File: src/rtl/cdu_req_arbiter_if.sv
`default_nettype none
// ----------------------------------------------------------------------------
// cdu_req_arbiter_if : requester, response and CDU pin bundle for the arbiter
// Revision: 1.0
// ----------------------------------------------------------------------------
interface cdu_req_arbiter_if #(
  parameter int DATA_W = 80,
  parameter int COMP_W = 8
);
  logic              req0_valid;
  logic              req0_ready;
  logic [1:0]        req0_cmd;
  logic [DATA_W-1:0] req0_data;
  logic [COMP_W-1:0] req0_comp;

  logic              req1_valid;
  logic              req1_ready;
  logic [1:0]        req1_cmd;
  logic [DATA_W-1:0] req1_data;
  logic [COMP_W-1:0] req1_comp;

  logic              rsp0_valid;
  logic              rsp0_ready;
  logic [1:0]        rsp0_code;
  logic [COMP_W-1:0] rsp0_comp;
  logic [DATA_W-1:0] rsp0_data;

  logic              rsp1_valid;
  logic              rsp1_ready;
  logic [1:0]        rsp1_code;
  logic [COMP_W-1:0] rsp1_comp;
  logic [DATA_W-1:0] rsp1_data;

  logic [1:0]        cdu_command;
  logic [DATA_W-1:0] cdu_data_in;
  logic [COMP_W-1:0] cdu_compressed_in;
  logic [COMP_W-1:0] cdu_compressed_out;
  logic [DATA_W-1:0] cdu_decompressed_out;
  logic [1:0]        cdu_response;

  logic              busy;

  modport slave (
    input  req0_valid, req0_cmd, req0_data, req0_comp,
    input  req1_valid, req1_cmd, req1_data, req1_comp,
    input  rsp0_ready, rsp1_ready,
    input  cdu_compressed_out, cdu_decompressed_out, cdu_response,
    output req0_ready, req1_ready,
    output rsp0_valid, rsp0_code, rsp0_comp, rsp0_data,
    output rsp1_valid, rsp1_code, rsp1_comp, rsp1_data,
    output cdu_command, cdu_data_in, cdu_compressed_in,
    output busy
  );

  modport master (
    output req0_valid, req0_cmd, req0_data, req0_comp,
    output req1_valid, req1_cmd, req1_data, req1_comp,
    output rsp0_ready, rsp1_ready,
    output cdu_compressed_out, cdu_decompressed_out, cdu_response,
    input  req0_ready, req1_ready,
    input  rsp0_valid, rsp0_code, rsp0_comp, rsp0_data,
    input  rsp1_valid, rsp1_code, rsp1_comp, rsp1_data,
    input  cdu_command, cdu_data_in, cdu_compressed_in,
    input  busy
  );
endinterface

`default_nettype wire

File: src/rtl/cdu_req_arbiter.sv
`default_nettype none
// ----------------------------------------------------------------------------
// cdu_req_arbiter : round-robin sharing of one CDU between two requesters
// Revision: 1.0
// ----------------------------------------------------------------------------
module cdu_req_arbiter #(
  parameter int TIMEOUT_CYCLES = 16,
  parameter int DATA_W         = 80,
  parameter int COMP_W         = 8
) (
  input  logic             clk,
  input  logic             reset,
  cdu_req_arbiter_if.slave bus
);

  localparam logic [1:0] CMD_COMP   = 2'b01;
  localparam logic [1:0] CMD_DECOMP = 2'b10;
  localparam logic [1:0] CODE_ERR   = 2'b11;
  localparam logic [7:0] TMO_LIM    = 8'(TIMEOUT_CYCLES);

  typedef enum logic [1:0] {
    S_IDLE   = 2'd0,
    S_ISSUE  = 2'd1,
    S_WAIT   = 2'd2,
    S_RETURN = 2'd3
  } state_t;

  state_t            state_q, state_d;
  logic [1:0]        cmd_q, cmd_d;
  logic [DATA_W-1:0] data_q, data_d;
  logic [COMP_W-1:0] comp_q, comp_d;
  logic              gnt_q, gnt_d;
  logic              last_q, last_d;
  logic [7:0]        cnt_q, cnt_d;
  logic [1:0]        code_q, code_d;
  logic [COMP_W-1:0] rcomp_q, rcomp_d;
  logic [DATA_W-1:0] rdata_q, rdata_d;

  logic              w_idle;
  logic              w_sel;
  logic              w_ready0;
  logic              w_ready1;
  logic              w_req_hs;
  logic              w_rsp_hs;
  logic [1:0]        w_sel_cmd;
  logic [DATA_W-1:0] w_sel_data;
  logic [COMP_W-1:0] w_sel_comp;
  logic              w_sel_legal;
  logic              w_rsp0_v;
  logic              w_rsp1_v;
  logic              w_drive_cdu;

  // Port 1 wins when it is the only requester, or when both ask and port 0 went last.
  assign w_idle   = (state_q == S_IDLE) && reset;
  assign w_sel    = bus.req1_valid && (!bus.req0_valid || !last_q);
  assign w_ready0 = w_idle && bus.req0_valid && !w_sel;
  assign w_ready1 = w_idle && w_sel;
  assign w_req_hs = w_ready0 || w_ready1;

  assign w_sel_cmd   = w_sel ? bus.req1_cmd  : bus.req0_cmd;
  assign w_sel_data  = w_sel ? bus.req1_data : bus.req0_data;
  assign w_sel_comp  = w_sel ? bus.req1_comp : bus.req0_comp;
  assign w_sel_legal = (w_sel_cmd == CMD_COMP) || (w_sel_cmd == CMD_DECOMP);

  assign w_rsp0_v = (state_q == S_RETURN) && !gnt_q;
  assign w_rsp1_v = (state_q == S_RETURN) &&  gnt_q;
  assign w_rsp_hs = (w_rsp0_v && bus.rsp0_ready) || (w_rsp1_v && bus.rsp1_ready);

  always_ff @(posedge clk or negedge reset) begin
    if (!reset) begin
      state_q <= S_IDLE;
      cmd_q   <= 2'b00;
      data_q  <= '0;
      comp_q  <= '0;
      gnt_q   <= 1'b0;
      last_q  <= 1'b1;
      cnt_q   <= 8'd0;
      code_q  <= 2'b00;
      rcomp_q <= '0;
      rdata_q <= '0;
    end else begin
      state_q <= state_d;
      cmd_q   <= cmd_d;
      data_q  <= data_d;
      comp_q  <= comp_d;
      gnt_q   <= gnt_d;
      last_q  <= last_d;
      cnt_q   <= cnt_d;
      code_q  <= code_d;
      rcomp_q <= rcomp_d;
      rdata_q <= rdata_d;
    end
  end

  always_comb begin
    state_d = state_q;
    cmd_d   = cmd_q;
    data_d  = data_q;
    comp_d  = comp_q;
    gnt_d   = gnt_q;
    last_d  = last_q;
    cnt_d   = cnt_q;
    code_d  = code_q;
    rcomp_d = rcomp_q;
    rdata_d = rdata_q;

    case (state_q)
      S_IDLE: begin
        if (w_req_hs) begin
          cmd_d  = w_sel_cmd;
          data_d = w_sel_data;
          comp_d = w_sel_comp;
          gnt_d  = w_sel;
          if (w_sel_legal) begin
            state_d = S_ISSUE;
          end else begin
            // Illegal commands never reach the CDU.
            state_d = S_RETURN;
            code_d  = CODE_ERR;
            rcomp_d = '0;
            rdata_d = '0;
          end
        end
      end

      S_ISSUE: begin
        state_d = S_WAIT;
        cnt_d   = 8'd1;
      end

      S_WAIT: begin
        if (bus.cdu_response != 2'b00) begin
          state_d = S_RETURN;
          cnt_d   = 8'd0;
          if (bus.cdu_response == cmd_q) begin
            code_d  = cmd_q;
            rcomp_d = (cmd_q == CMD_COMP)   ? bus.cdu_compressed_out   : '0;
            rdata_d = (cmd_q == CMD_DECOMP) ? bus.cdu_decompressed_out : '0;
          end else begin
            code_d  = CODE_ERR;
            rcomp_d = '0;
            rdata_d = '0;
          end
        end else if (cnt_q >= TMO_LIM) begin
          state_d = S_RETURN;
          cnt_d   = 8'd0;
          code_d  = CODE_ERR;
          rcomp_d = '0;
          rdata_d = '0;
        end else begin
          cnt_d = cnt_q + 8'd1;
        end
      end

      S_RETURN: begin
        if (w_rsp_hs) begin
          state_d = S_IDLE;
          last_d  = gnt_q;
          code_d  = 2'b00;
          rcomp_d = '0;
          rdata_d = '0;
        end
      end

      default: begin
        state_d = S_IDLE;
      end
    endcase
  end

  // Operands stay on the CDU pins for the whole issue/wait window.
  assign w_drive_cdu           = (state_q == S_ISSUE) || (state_q == S_WAIT);
  assign bus.cdu_command       = (state_q == S_ISSUE) ? cmd_q : 2'b00;
  assign bus.cdu_data_in       = w_drive_cdu ? data_q : '0;
  assign bus.cdu_compressed_in = w_drive_cdu ? comp_q : '0;

  assign bus.req0_ready = w_ready0;
  assign bus.req1_ready = w_ready1;

  assign bus.rsp0_valid = w_rsp0_v;
  assign bus.rsp0_code  = w_rsp0_v ? code_q  : 2'b00;
  assign bus.rsp0_comp  = w_rsp0_v ? rcomp_q : '0;
  assign bus.rsp0_data  = w_rsp0_v ? rdata_q : '0;

  assign bus.rsp1_valid = w_rsp1_v;
  assign bus.rsp1_code  = w_rsp1_v ? code_q  : 2'b00;
  assign bus.rsp1_comp  = w_rsp1_v ? rcomp_q : '0;
  assign bus.rsp1_data  = w_rsp1_v ? rdata_q : '0;

  assign bus.busy = (state_q != S_IDLE);

endmodule

`default_nettype wire

File: src/flat_wrapper.sv
// flat-port wrapper written by rule: the top's interface ports become plain ports
module cdu_req_arbiter_flat 
#(
  parameter int TIMEOUT_CYCLES = 16,
  parameter int DATA_W         = 80,
  parameter int COMP_W         = 8
)
  (clk, reset, bus_req0_valid, bus_req0_cmd, bus_req0_data, bus_req0_comp, bus_req1_valid, bus_req1_cmd, bus_req1_data, bus_req1_comp, bus_rsp0_ready, bus_rsp1_ready, bus_cdu_compressed_out, bus_cdu_decompressed_out, bus_cdu_response, bus_req0_ready, bus_req1_ready, bus_rsp0_valid, bus_rsp0_code, bus_rsp0_comp, bus_rsp0_data, bus_rsp1_valid, bus_rsp1_code, bus_rsp1_comp, bus_rsp1_data, bus_cdu_command, bus_cdu_data_in, bus_cdu_compressed_in, bus_busy);
  cdu_req_arbiter_if #(.DATA_W(DATA_W), .COMP_W(COMP_W)) bus_i ();
  input  logic clk;
  input  logic reset;
  input wire logic [$bits(bus_i.req0_valid)-1:0] bus_req0_valid;
  input wire logic [$bits(bus_i.req0_cmd)-1:0] bus_req0_cmd;
  input wire logic [$bits(bus_i.req0_data)-1:0] bus_req0_data;
  input wire logic [$bits(bus_i.req0_comp)-1:0] bus_req0_comp;
  input wire logic [$bits(bus_i.req1_valid)-1:0] bus_req1_valid;
  input wire logic [$bits(bus_i.req1_cmd)-1:0] bus_req1_cmd;
  input wire logic [$bits(bus_i.req1_data)-1:0] bus_req1_data;
  input wire logic [$bits(bus_i.req1_comp)-1:0] bus_req1_comp;
  input wire logic [$bits(bus_i.rsp0_ready)-1:0] bus_rsp0_ready;
  input wire logic [$bits(bus_i.rsp1_ready)-1:0] bus_rsp1_ready;
  input wire logic [$bits(bus_i.cdu_compressed_out)-1:0] bus_cdu_compressed_out;
  input wire logic [$bits(bus_i.cdu_decompressed_out)-1:0] bus_cdu_decompressed_out;
  input wire logic [$bits(bus_i.cdu_response)-1:0] bus_cdu_response;
  output wire logic [$bits(bus_i.req0_ready)-1:0] bus_req0_ready;
  output wire logic [$bits(bus_i.req1_ready)-1:0] bus_req1_ready;
  output wire logic [$bits(bus_i.rsp0_valid)-1:0] bus_rsp0_valid;
  output wire logic [$bits(bus_i.rsp0_code)-1:0] bus_rsp0_code;
  output wire logic [$bits(bus_i.rsp0_comp)-1:0] bus_rsp0_comp;
  output wire logic [$bits(bus_i.rsp0_data)-1:0] bus_rsp0_data;
  output wire logic [$bits(bus_i.rsp1_valid)-1:0] bus_rsp1_valid;
  output wire logic [$bits(bus_i.rsp1_code)-1:0] bus_rsp1_code;
  output wire logic [$bits(bus_i.rsp1_comp)-1:0] bus_rsp1_comp;
  output wire logic [$bits(bus_i.rsp1_data)-1:0] bus_rsp1_data;
  output wire logic [$bits(bus_i.cdu_command)-1:0] bus_cdu_command;
  output wire logic [$bits(bus_i.cdu_data_in)-1:0] bus_cdu_data_in;
  output wire logic [$bits(bus_i.cdu_compressed_in)-1:0] bus_cdu_compressed_in;
  output wire logic [$bits(bus_i.busy)-1:0] bus_busy;
  assign bus_i.req0_valid = bus_req0_valid;
  assign bus_i.req0_cmd = bus_req0_cmd;
  assign bus_i.req0_data = bus_req0_data;
  assign bus_i.req0_comp = bus_req0_comp;
  assign bus_i.req1_valid = bus_req1_valid;
  assign bus_i.req1_cmd = bus_req1_cmd;
  assign bus_i.req1_data = bus_req1_data;
  assign bus_i.req1_comp = bus_req1_comp;
  assign bus_i.rsp0_ready = bus_rsp0_ready;
  assign bus_i.rsp1_ready = bus_rsp1_ready;
  assign bus_i.cdu_compressed_out = bus_cdu_compressed_out;
  assign bus_i.cdu_decompressed_out = bus_cdu_decompressed_out;
  assign bus_i.cdu_response = bus_cdu_response;
  assign bus_req0_ready = bus_i.req0_ready;
  assign bus_req1_ready = bus_i.req1_ready;
  assign bus_rsp0_valid = bus_i.rsp0_valid;
  assign bus_rsp0_code = bus_i.rsp0_code;
  assign bus_rsp0_comp = bus_i.rsp0_comp;
  assign bus_rsp0_data = bus_i.rsp0_data;
  assign bus_rsp1_valid = bus_i.rsp1_valid;
  assign bus_rsp1_code = bus_i.rsp1_code;
  assign bus_rsp1_comp = bus_i.rsp1_comp;
  assign bus_rsp1_data = bus_i.rsp1_data;
  assign bus_cdu_command = bus_i.cdu_command;
  assign bus_cdu_data_in = bus_i.cdu_data_in;
  assign bus_cdu_compressed_in = bus_i.cdu_compressed_in;
  assign bus_busy = bus_i.busy;
  cdu_req_arbiter #(.TIMEOUT_CYCLES(TIMEOUT_CYCLES), .DATA_W(DATA_W), .COMP_W(COMP_W)) u_core (.clk(clk), .reset(reset), .bus(bus_i));
endmodule
File: config.mk
export PLATFORM = sky130hd
export DESIGN_NAME = cdu_req_arbiter_flat
export DESIGN_NICKNAME = d
export VERILOG_FILES = /design/src/rtl/cdu_req_arbiter_if.sv /design/src/rtl/cdu_req_arbiter.sv /design/src/flat_wrapper.sv
export SDC_FILE = /design/constraint.sdc
export NUM_CORES = 1
export LEC_CHECK = 0
export ABC_AREA = 1
export BUFFER_PORTS_ARGS = -buffer_cell sky130_fd_sc_hd__buf_2
export CELL_PAD_IN_SITES_DETAIL_PLACEMENT = 1
export CELL_PAD_IN_SITES_GLOBAL_PLACEMENT = 1
export CORE_AREA = 2 2 215 217
export DETAILED_ROUTE_END_ITERATION = 8
export DIE_AREA = 0 0 217 219
export GPL_TIMING_DRIVEN = 0
export PLACE_DENSITY = 0.69
export SETUP_SLACK_MARGIN = 0.3
export SYNTH_ARGS = -nofsm -noshare
export SYNTH_HDL_FRONTEND = slang
export SYNTH_SLANG_ARGS = --single-unit
File: constraint.sdc
create_clock -name clk -period 4.6 [get_ports clk]
set_clock_uncertainty 0.1 [all_clocks]
set_input_delay 0.23 -clock clk [delete_from_list [all_inputs] [get_ports clk]]
set_output_delay 0.23 -clock clk [all_outputs]
set_load 0.02 [all_outputs]
After elaboration in Yosys (flattened, before gate mapping)
Cells that the tools add are included.
{"block": "op_classes", "n_addsub": 1, "mux": 42, "n_eq_ne": 12, "n_reduce_logical": 27, "order_cmp": 1}
{"cell": "2-to-1 mux 80 bit", "count": 11}
{"cell": "one-hot mux 80 bit (3 select lines)", "count": 1}
{"cell": "2-to-1 mux 8 bit", "count": 13}
{"cell": "2-to-1 mux 2 bit", "count": 13}
{"cell": "one-hot mux 8 bit (3 select lines)", "count": 1}
{"cell": "one-hot mux 8 bit (2 select lines)", "count": 1}
{"cell": "logical AND 1 bit", "count": 9}
{"cell": "adder 8 x 1 -> 8 bit (second input constant)", "count": 1}
{"cell": "== test 2 bit (second input constant)", "count": 4}
{"cell": ">= comparator 8 x 5 -> 1 bit (second input constant)", "count": 1}
{"cell": "one-hot mux 2 bit (4 select lines)", "count": 1}
{"cell": "== test 2 x 1 -> 1 bit (second input constant)", "count": 3}
{"cell": "one-hot mux 2 bit (3 select lines)", "count": 1}
{"cell": "nonzero test 2 bit", "count": 3}
{"cell": "logical OR 1 bit", "count": 5}
{"cell": "AND reduction 5 bit", "count": 1}
{"cell": "zero test 1 bit", "count": 4}
{"cell": "inequality test 2 x 1 -> 1 bit (second input constant)", "count": 2}
{"cell": "AND reduction 2 bit", "count": 2}
{"cell": "inequality test 3 x 1 -> 1 bit (second input constant)", "count": 1}
{"cell": "AND reduction 3 bit", "count": 1}
{"cell": "nonzero test 3 bit", "count": 1}
{"cell": "== test 2 bit", "count": 1}
{"cell": "zero test 2 bit", "count": 1}
{"cell": "inequality test 2 bit (second input constant)", "count": 1}
{"block": "word_totals", "inputBits": 276, "out_inout_bits": 275, "reg_bits": 192}

Logic depth before layout (Yosys ltp)
{"block": "depth", "word_depth": 9, "mapped_depth": 12, "mapped_depth_nobuf": 11}

Worst setup path before layout
Ideal clock, no wire load.
{"block": "synth_path", "path_type": "reg2out", "startpoint": "register u_core.state_q[0]", "endpoint": "output port bus_cdu_data_in[42]", "required_ns": 4.270, "stages_incl_launch_ff": 8, "arrival_ns": 1.771, "path_slack_ns": 2.499, "cell_sequence": "dfrtp_1 > inv_1 > ha_1 > clkbuf_1 > clkbuf_1 > clkbuf_1 > nand2_1 > inv_1"}
{"block": "synth_between", "elab_chain_len": 3, "elab_cells_between_ends": 4, "classes_between": "eq/ne: 2; mux: 1; reduce/logical: 1"}
{"item": "start, declared", "line": "cdu_req_arbiter.sv:28", "text": "state_t state_q, state_d;"}
{"item": "start signal, assigned", "line": "cdu_req_arbiter.sv:82", "text": "state_q <= state_d;"}
{"item": "== test 2 x 1 -> 1 bit or == test 2 bit (tied branches)", "line": "cdu_req_arbiter.sv:172", "text": "assign w_drive_cdu = (state_q == S_ISSUE) || (state_q == S_WAIT);"}
{"item": "logical OR 1 bit *", "line": "cdu_req_arbiter.sv:172"}
{"item": "named net u_core.w_drive_cdu", "line": "cdu_req_arbiter.sv:51", "text": "logic w_drive_cdu;"}
{"item": "2-to-1 mux 80 bit *", "line": "cdu_req_arbiter.sv:174", "text": "assign bus.cdu_data_in = w_drive_cdu ? data_q : '0;"}
{"item": "end, declared", "line": "flat_wrapper.sv:36", "text": "output wire logic [$bits(bus_i.cdu_data_in)-1:0] bus_cdu_data_in;"}
The timed path passes the listed nets; every way through them passes the cells marked *.

Worst setup path in the final report
{"block": "layout_path", "startpoint": "register u_core.state_q[0]", "endpoint": "output port bus_cdu_data_in[54]"}
The elaborated chain is that of the path after synthesis.

==> results.txt <==
WL per Instance: 18.2 µm
Hold Path Cell Cnt: 5
Rows: 78
Placed Area: 14900 µm²
WS Path Type: flip-flop to primary output
Worst Path Required: 4270 ps
share of post-route cells with drive strength above 1: 26.8%
clock-pin slew on the worst setup and hold paths: 70 ps
first-pass GRT wire length: 84900 µm
Commonest cells post-synth: 564 x nand2_1, 281 x nor2_1, 201 x inv_1
area growth from synthesis to layout: 54.3%
Power Dens Cells: 617 nW/µm²
core area: 45100 µm²
chip width: 217 µm
Final Cycle Share: 76.9%
largest net degree at the start of global routing: 99
Crit path top cell by count: clkbuf_1
Final Max Slew Viols: 0
Post-Syn Instances: 1684
max_cap viols: 0
crit path capture type: primary output
leakage: 9.31 nW
status: finished, final reports clean
IO buf count: 550
total track usage: 23.1%
GRT overflow: 0
FFs w/ async S/R, synth: 100%
crit path cell chain: inv_1 -> ha_1 -> clkbuf_1 -> clkbuf_1 -> clkbuf_1 -> nand2_1 -> inv_1 -> buf_2
Unique masters post-synth: 28
Reg2Reg Depth: 11
fin crit period: 3540 ps
Die H: 219 µm
unrepaired setup endpoints after global routing: no
top-count cell post-synth: nand2_1
Detail Route Antenna Nets: 0
# Post-CTS Setup Buffers: 0
Startpoint Class: flip-flop
initial antenna violation count: 9
total length of routed wires: 56000 µm
Root Buffer Master: clkbuf_16
Worst Max-Slew Pin Slew: 831 ps
synthesized area per cell: 6.72 µm²
critical path arrival: 3210 ps
syn_nets: 1968
Register Area: 4810 µm²
total power: 0.0108 W
detail-routed via count per cell: 4.63
vias in the first global route: 15000
fin nets: 2739
via count: 14200
Synth area leaders: dfrtp_1 42%, nand2_1 19%, nor2_1 9.3%
Seq/Total Area, Yosys: 42.5%
drt initial violations: 616
peak supply drop: 0.414 mV
ys flop type: dfrtp_1
Synth area leader: dfrtp_1
area of the multi-input gates: 5040 µm²
CTS sink count: 192
CTS tree: done
starting density of the core: 25.1%
HPWL after DPL: 41700 µm
crit path from: u_core.state_q[0]
HP Class: primary input to flip-flop
EDFF count, synth: 0
Final Hold Vio Count: 0
Final setup viols: 0
share of the synthesized area in the top cell type: 42.3%
launch point of the worst reg-to-reg path: u_core.state_q[0]
I/O Pins: 551
1st-pass router iterations: 5
CTS buffer count: 17
Rel. slew slack: 44.4%
clk_lat worst skew: 470 ps
H-tree levels: 4
CTS Buffer Depth: 2
Achievable Freq: 283 MHz
drt drc: 0
slowest stage delay, CP: 520 ps
Syn. warnings: 0
RePlAce Congestion: 0.909
Layout fillers: 5890
DIE AREA: 47500 µm²
Slowest cell on crit path: clkbuf_1
Synth Register Bits: 192
min-delay src: bus_cdu_decompressed_out[53]
Final Cell Area: 17400 µm²
Final TNS setup: 0 ps
Post-Syn Area: 11300 µm²
Worst Path Max Fanout: 10
## critical path: cells and delay by family (launching register included)
family                   cells  cell delay (ps)
adder cells (fa/ha/maj)      1              280
flip-flops                   1              450
AND/OR/NAND/NOR              1              170
buffers and inverters        6             1830
## sequential cells by signal, summed over array words and instances, names as in the netlist
name and cells:
u_core.rcomp_q 8, u_core.code_q 2, u_core.gnt_q 1, u_core.last_q 1, u_core.cmd_q 2, u_core.cnt_q 8
u_core.state_q 2, u_core.comp_q 8, u_core.rdata_q 80, u_core.data_q 80
## metal layers
metal	part of all wire [%]	track usage [%]	wire, µm
met2	51	41.9	28300
met5	0.11	0	61
met1	41	27.0	22800
met3	6.4	5.11	3610
met4	2.0	7.03	1130
## final timing paths
kind	to	slack, ps
max	bus_cdu_data_in[54]	1060
min	u_core.rdata_q[53]	30
max reg2reg	u_core.data_q[0]	1570
min reg2reg	u_core.rdata_q[68]	370
max in group asynchronous	u_core.data_q[62]	3100
min in group asynchronous	u_core.rdata_q[40]	260
## report_power, final
| group | total, W | switching, W | internal (W) | leakage, nW |
|---|---|---|---|---|
| Clock | 0.00155 | 0.000737 | 0.000815 | 0.272 |
| Combinational | 0.00674 | 0.00445 | 0.00229 | 6.63 |
| Sequential | 0.00248 | 0.000302 | 0.00217 | 2.41 |
## cell families after synthesis
group	share of synthesized area [%]
AND/OR/NAND/NOR	38.1
buffers and inverters	13.0
flip-flops	42.5
AO/OA/AOI/OAI	5.52
adder cells (fa/ha/maj)	0.885
XOR/XNOR	0.0775
## area by class of cell
cell class	count	area share, %
antenna	3	0.0430
buffer	133	3.99
clock buffer	19	2.54
clock inverter	12	0.774
inverter	205	4.41
multi-input combinational	1154	28.9
sequential	192	27.5
tap	600	4.30
timing repair buffer	752	27.5
## placed cells by master, fill, tap and decap left out, drive strengths merged
master	n
a21oi	1
a31oi	89
buf	625
bufinv	2
clkbuf	78
clkinv	4
clkinvlp	4
dfrtp	191
dfstp	1
diode	3
dlygate4sd3	201
ha	8
inv	207
nand2	566
nand3	10
nand3b	1
nand4	93
nor2	283
nor3	88
nor3b	1
o211ai	1
o21ai	11
or2	1
xor2	1
## timing repair
action	4_1_cts	5_1_grt
gates resized for setup	0	0
hold buffers	201	0
endpoints found under the hold margin	204	0
## stage by stage
stage	hold WS (ps)	cells	setup WS (ps)	utilization [%]
floorplan	-166	1684	2500	-
global placement	357	2834	-1080	32.9
detailed placement	201	2835	1550	32.9
CTS	0.758	3067	1020	38.7
global route	37.5	3069	833	38.7
finish	26.2	3070	1060	38.7
Note: power is estimated with default switching activity, not from simulation.
